### config.mk
export PLATFORM = sky130hd
export DESIGN_NAME = updown_counter_lim_flat
export DESIGN_NICKNAME = d
export VERILOG_FILES = /design/src/rtl/updown_counter_lim_if.sv /design/src/rtl/updown_counter_lim.sv /design/src/flat_wrapper.sv
export SDC_FILE = /design/constraint.sdc
export NUM_CORES = 1
export LEC_CHECK = 0
export ABC_AREA = 0
export CAP_MARGIN = 20
export CELL_PAD_IN_SITES_DETAIL_PLACEMENT = 1
export CELL_PAD_IN_SITES_GLOBAL_PLACEMENT = 1
export CORE_ASPECT_RATIO = 1.1
export CORE_MARGIN = 2
export CORE_UTILIZATION = 44
export CTS_CLUSTER_SIZE = 25
export DETAILED_ROUTE_END_ITERATION = 10
export PLACE_DENSITY_LB_ADDON = 0.25
export SLEW_MARGIN = 30
export SYNTH_ARGS = -nofsm -noshare
export SYNTH_HDL_FRONTEND = slang
export SYNTH_SLANG_ARGS = --single-unit
### constraint.sdc
create_clock -name clk -period 16.1 [get_ports clk]
set_input_delay 4.025 -clock clk [delete_from_list [all_inputs] [get_ports clk]]
set_output_delay 4.025 -clock clk [all_outputs]
set_load 0.02 [all_outputs]
### src/rtl/updown_counter_lim_if.sv
// updown_counter_lim_if: control, limit and status bundle for the limited up/down counter.
interface updown_counter_lim_if #(
    parameter int WIDTH  = 8,
    parameter int STEP_W = 4
);
    logic              en;
    logic              load;
    logic [WIDTH-1:0]  data_in;
    logic              up;
    logic [STEP_W-1:0] step;
    logic [WIDTH-1:0]  lim_lo;
    logic [WIDTH-1:0]  lim_hi;
    logic [WIDTH-1:0]  count;
    logic              at_lo;
    logic              at_hi;
    logic              ovf;
    logic              unf;
    logic              cfg_err;
    modport master (
        output en, load, data_in, up, step, lim_lo, lim_hi,
        input  count, at_lo, at_hi, ovf, unf, cfg_err
    );
    modport slave (
        input  en, load, data_in, up, step, lim_lo, lim_hi,
        output count, at_lo, at_hi, ovf, unf, cfg_err
    );
endinterface

### src/rtl/updown_counter_lim.sv
// updown_counter_lim: up/down counter with programmable limits, variable step, load and saturate/wrap.
module updown_counter_lim #(
    parameter int               WIDTH   = 8,
    parameter int               STEP_W  = 4,
    parameter bit               WRAP    = 1'b0,
    parameter logic [WIDTH-1:0] RST_VAL = '0
) (
    input logic                 clk,
    input logic                 rst,
    updown_counter_lim_if.slave bus
);
    logic [WIDTH-1:0] count_q, count_d;
    logic             ovf_q, ovf_d, unf_q, unf_d;
    logic [WIDTH:0]   step_x, s;
    logic [WIDTH-1:0] lo, hi, load_v;
    logic             cfg_err;
    assign lo      = bus.lim_lo;
    assign hi      = bus.lim_hi;
    assign cfg_err = lo > hi;
    assign step_x  = {{(WIDTH + 1 - STEP_W){1'b0}}, bus.step};
    // Bit WIDTH of s doubles as the borrow flag on down-counts.
    assign s       = bus.up ? {1'b0, count_q} + step_x : {1'b0, count_q} - step_x;
    assign load_v  = bus.data_in < lo ? lo : bus.data_in > hi ? hi : bus.data_in;
    always_comb begin
        count_d = count_q;
        ovf_d   = 1'b0;
        unf_d   = 1'b0;
        if (cfg_err) begin
            count_d = count_q;
        end else if (bus.load) begin
            count_d = load_v;
        end else if (bus.en) begin
            if (count_q < lo) begin
                count_d = lo;
            end else if (count_q > hi) begin
                count_d = hi;
            end else if (bus.step != '0) begin
                if (bus.up) begin
                    ovf_d   = s > {1'b0, hi};
                    count_d = ovf_d ? (WRAP ? lo : hi) : s[WIDTH-1:0];
                end else begin
                    unf_d   = s[WIDTH] || s < {1'b0, lo};
                    count_d = unf_d ? (WRAP ? hi : lo) : s[WIDTH-1:0];
                end
            end
        end
    end
    always_ff @(posedge clk) begin
        if (rst) begin
            count_q <= RST_VAL;
            ovf_q   <= 1'b0;
            unf_q   <= 1'b0;
        end else begin
            count_q <= count_d;
            ovf_q   <= ovf_d;
            unf_q   <= unf_d;
        end
    end
    assign bus.count   = count_q;
    assign bus.at_lo   = count_q == lo;
    assign bus.at_hi   = count_q == hi;
    assign bus.ovf     = ovf_q;
    assign bus.unf     = unf_q;
    assign bus.cfg_err = cfg_err;
endmodule

### src/flat_wrapper.sv
// flat-port wrapper written by rule: the top's interface ports become plain ports
module updown_counter_lim_flat 
#(
    parameter int               WIDTH   = 8,
    parameter int               STEP_W  = 4,
    parameter bit               WRAP    = 1'b0,
    parameter logic [WIDTH-1:0] RST_VAL = '0
)
  (clk, rst, bus_en, bus_load, bus_data_in, bus_up, bus_step, bus_lim_lo, bus_lim_hi, bus_count, bus_at_lo, bus_at_hi, bus_ovf, bus_unf, bus_cfg_err);
  updown_counter_lim_if #(.WIDTH(WIDTH), .STEP_W(STEP_W)) bus_i ();
  input logic clk;
  input logic rst;
  input wire logic [$bits(bus_i.en)-1:0] bus_en;
  input wire logic [$bits(bus_i.load)-1:0] bus_load;
  input wire logic [$bits(bus_i.data_in)-1:0] bus_data_in;
  input wire logic [$bits(bus_i.up)-1:0] bus_up;
  input wire logic [$bits(bus_i.step)-1:0] bus_step;
  input wire logic [$bits(bus_i.lim_lo)-1:0] bus_lim_lo;
  input wire logic [$bits(bus_i.lim_hi)-1:0] bus_lim_hi;
  output wire logic [$bits(bus_i.count)-1:0] bus_count;
  output wire logic [$bits(bus_i.at_lo)-1:0] bus_at_lo;
  output wire logic [$bits(bus_i.at_hi)-1:0] bus_at_hi;
  output wire logic [$bits(bus_i.ovf)-1:0] bus_ovf;
  output wire logic [$bits(bus_i.unf)-1:0] bus_unf;
  output wire logic [$bits(bus_i.cfg_err)-1:0] bus_cfg_err;
  assign bus_i.en = bus_en;
  assign bus_i.load = bus_load;
  assign bus_i.data_in = bus_data_in;
  assign bus_i.up = bus_up;
  assign bus_i.step = bus_step;
  assign bus_i.lim_lo = bus_lim_lo;
  assign bus_i.lim_hi = bus_lim_hi;
  assign bus_count = bus_i.count;
  assign bus_at_lo = bus_i.at_lo;
  assign bus_at_hi = bus_i.at_hi;
  assign bus_ovf = bus_i.ovf;
  assign bus_unf = bus_i.unf;
  assign bus_cfg_err = bus_i.cfg_err;
  updown_counter_lim #(.WIDTH(WIDTH), .STEP_W(STEP_W), .WRAP(WRAP), .RST_VAL(RST_VAL)) u_core (.clk(clk), .rst(rst), .bus(bus_i));
endmodule
== Word-level counts from Yosys, hierarchy flattened ==
Index checks and enable logic that the tools add are counted.
Cells by class
  $add $sub $neg: 2
  magnitude comparators: 7
  equality and inequality tests: 2
  muxes and demuxes: 11
  bitwise logic cells: 4
  reductions and logical operators: 7
Operator list (count)
  two-way mux 8 bit: 10
  greater-than comparator 8 bit: 3
  equality test 8 bit: 2
  less-than comparator 8 bit: 2
  OR reduction 8 bit: 2
  adder 8 x 4 -> 9 bit: 1
  greater-than comparator 9 x 8 -> 1 bit: 1
  less-than comparator 9 x 8 -> 1 bit: 1
  two-way mux 9 bit: 1
  subtractor 8 x 4 -> 9 bit: 1
  nonzero test 4 bit: 2
  NOT 1 bit: 4
  AND reduction 3 bit: 1
  nonzero test 2 bit: 1
  logical OR 1 bit: 1
Storage, ports and cells
  register bits after elaboration: 10
  bits of input ports: 33
  output and inout bits: 13

== Longest topological paths before layout ==
  word-level depth: 11
  depth in mapped cells: 18
  gate-level depth less buffers: 18

== Worst setup path before layout ==
No wires, ideal clock.
  kind: input port to output port
  start point: input bus_lim_hi[6]
  end point: output bus_cfg_err
  arrival: 5.112 ns
  setup slack: 6.963 ns
  stages on the path: 6
  buffers on the path: 0
  path through: inv_1 ha_1 a21o_1 a21oi_1 o211ai_1 and2_1
Between the ends
  cells in the longest elaborated chain, start to end: 1
Ends and longest elaborated chain
  start: declaration: line flat_wrapper.sv:19  | input wire logic [$bits(bus_i.lim_hi)-1:0] bus_lim_hi;
  greater-than comparator 8 bit: line updown_counter_lim.sv:19  | assign cfg_err = lo > hi;
  end: declaration: line flat_wrapper.sv:25  | output wire logic [$bits(bus_i.cfg_err)-1:0] bus_cfg_err;
Every way passes these cells.

== Worst setup path in the final report ==
Same ends and word-level chain as after synthesis.

==> run summary <==
H-tree depth -> 1
Slowest stage cell on the critical path -> clkdlybuf4s50_1
EDFF count, synth -> 0
CP endpoint kind -> output port
Critical Path Source Type -> input pin
Drt total wl -> 9.90 mm
CP arrival -> 6.34 ns
Slew Viols, Final -> 0
Gr ovfl total -> 0
Clk sinks -> 10
Max cap viols -> 0
Critical Path Most Common Cell -> clkdlybuf4s50_1
Static Leak -> 1.46 nW
CP peak stage delay -> 0.53 ns
Worst-Skew Late Latency -> 0.24 ns
Initial Utilization -> 45.8%
Avg Vias per Cell -> 6.44
Post-CTS Repair Setup Buffers -> 0
Final Setup Violations -> 0
Synth warn -> 0
Hold buffers post-CTS -> 0
Gr usage total -> 30.1%
Worst Tran Pin Value -> 0.733 ns
Post-DR wirelength/cell -> 22.1 µm
RSZ-0062 raised after global routing -> no
First-pass GRT wire length -> 15.6 mm
Asr flop ratio synth -> 0%
Pre-CTS WS -> 5.75 ns
Starting DRT DRC Count -> 140
Placeable core area -> 5810 µm²
Period utilization -> 64.4%
Largest net degree at the start of global routing -> 11
Total power -> 0.260 mW
Clock Skew -> 0.00359 ns
Worst Setup Path Type -> in -> out
Vias in the first global route -> 2990
Post-synthesis register bit count -> 10
Antenna violations before repair -> 0
CTS tree -> yes
Gpl congestion -> 0.940
Final instance area -> 3260 µm²
CP max FO -> 5
Main synth FF type -> dfxtp_1
Yosys cell types -> 62
Worst min-delay path class -> reg -> reg
Post-synthesis cell count -> 325
Final net count -> 472
Cell Pwr Density -> 79.8 nW/µm²
Area delta synth->final -> 22.3%
Post-layout min period -> 10.36 ns
Ant diodes -> 0
Max_slew headroom -> 50.7%
Critical path required time -> 12.07 ns
Maximum clock insertion buffer count -> 2
Share of layout cells above drive strength 1 -> 6.99%
Num CTS Buffers -> 3
Post-Syn Area -> 2660 µm²
Final hold violation count -> 0
CP cell instances -> clkdlybuf4s50_1 -> inv_1 -> ha_1 -> a21o_1 -> a21oi_1 -> o211ai_1 -> and2_1 -> clkdlybuf4s50_1
HPWL after DPL -> 8.25 mm
Setup ws final -> 5.74 ns
Number of top-level pins -> 46
Area post-placement -> 3200 µm²
Post-synthesis sequential area ratio -> 7.52%
CTS clk-pin slew, worst paths -> 0.05 ns
Synth Net Count -> 424
Fmax -> 96.5 MHz
Status -> finished clean
# rows -> 29
Peak VDD IR -> 0.0429 mV
Drt pass-1 iters -> 4
Port Buffers -> 45
Finished Core Util -> 56.1%
DIE AREA -> 6690 µm²
Vias -> 2892
Setup TNS -> 0 ns
Post-synthesis area per instance -> 8.19 µm²
CTS Root Cell -> clkbuf_8
Die X -> 78.2 µm
CTS resizes -> 0
Remaining DRCs -> 0
Die height -> 85.6 µm
Antenna Nets Post-Route -> 0
## cell usage after synthesis, drive strengths merged, types with 2 or more instances
cell type	n	area, µm²
nor2	18	70.1
xnor2	5	43.8
o211ai	7	52.6
nor2b	3	18.8
a21boi	5	37.5
o211a	3	30.0
o221ai	6	52.6
nor4	3	31.3
xor2	2	17.5
nand2	10	37.5
nand3	11	67.6
mux2i	5	50.1
mux2	11	128
nand4	10	77.6
a311oi	2	17.5
nand2b	6	37.5
o22ai	9	56.3
or3	5	37.5
clkbuf	2	7.51
o21a	4	30.0
dfxtp	10	200
o21ai	14	70.1
and2	3	18.8
inv	32	120
a2bb2oi	3	26.3
ha	65	813
o31ai	3	36.3
a31oi	3	18.8
nor3	9	45.0
a211oi	5	37.5
a32oi	2	25.0
a2111oi	3	26.3
a22oi	2	15.0
a21oi	22	110
and3	2	12.5
a21o	4	30.0
## worst max-delay path: cells and delay by family
family | cells | cell delay [ns]
buf+inv | 3 | 1.18
compound gates | 3 | 0.58
fa+ha+maj | 1 | 0.34
simple gates | 1 | 0.19
## where the power goes
group	internal, mW	switching, mW	total [mW]
combinational	0.0825	0.110	0.192
sequential	0.0278	0.00690	0.0347
clock	0.0216	0.0109	0.0325
## through the flow
step                hold slack (ns)  std cells
floorplan                     0.596        325
global placement              0.545        445
detailed placement            0.555        445
CTS                           0.564        449
global route                  0.605        449
finish                        0.563        449
## placed cells by master, fill, tap and decap left out, drive strengths merged, types with 4 or more instances in the layout
cell type / synthesis / routed
ha: 65 / 65
mux2: 11 / 11
nand2: 10 / 10
a21oi: 22 / 22
clkbuf: 2 / 4
nand2b: 6 / 6
nand4: 10 / 10
nand3: 11 / 11
or3: 5 / 5
mux2i: 5 / 5
o211ai: 7 / 7
o22ai: 9 / 9
nor3: 9 / 9
xnor2: 5 / 5
o21a: 4 / 4
a21boi: 5 / 5
o21ai: 14 / 14
nor2: 18 / 18
a21o: 4 / 4
o221ai: 6 / 6
dfxtp: 10 / 10
a211oi: 5 / 5
clkdlybuf4s50: 0 / 45
inv: 32 / 32
## cells by family (layout without fill, tap and decap cells)
kind of cell	after synthesis	after routing	share of synthesized area [%]
AO/OA/AOI/OAI	106	106	28.3
AND/OR/NAND/NOR	86	86	19.1
adder cells (fa/ha/maj)	66	66	31.3
buffers and inverters	34	81	4.80
multiplexers	16	16	6.68
flip-flops	10	10	7.52
XOR/XNOR	7	7	2.30
## final timing paths
check                                   startpoint                          endpoint  slack [ns]  depth (start not counted)
setup / recovery                     bus_lim_hi[6]                       bus_cfg_err        5.74                          8
hold / removal    u_core.bus.count[0]$_SDFFE_PP0P_  u_core.bus.count[0]$_SDFFE_PP0P_        0.56                          2
setup reg to reg  u_core.bus.count[1]$_SDFFE_PP0P_  u_core.bus.count[6]$_SDFFE_PP0P_       11.55                         14
hold reg to reg   u_core.bus.count[0]$_SDFFE_PP0P_  u_core.bus.count[0]$_SDFFE_PP0P_        0.56                          2
## area by class of cell
cell class | count | area [µm²]
Tap cell | 77 | 96.3
Inverter | 32 | 120
Multi-Input combinational cell | 281 | 2330
Sequential cell | 10 | 200
Timing Repair Buffer | 45 | 450
Clock buffer | 4 | 55.1
Fill cell | 723 | 2550
## registers in the layout (all words and copies together), names as in the netlist
name,flops
u_core.bus.count,8
u_core.bus.ovf,1
u_core.bus.unf,1
## per-layer routing
| metal | global-route usage (%) | up-vias | wire length, µm |
|---|---|---|---|
| met5 | 0 | - | 0 |
| met4 | 9.89 | 0 | 310 |
| met3 | 4.11 | 22 | 507 |
| met2 | 52.2 | 87 | 4760 |
| met1 | 38.5 | 1414 | 4330 |
| li1 | - | 1369 | - |
Note: power is estimated with default switching activity, not from simulation.
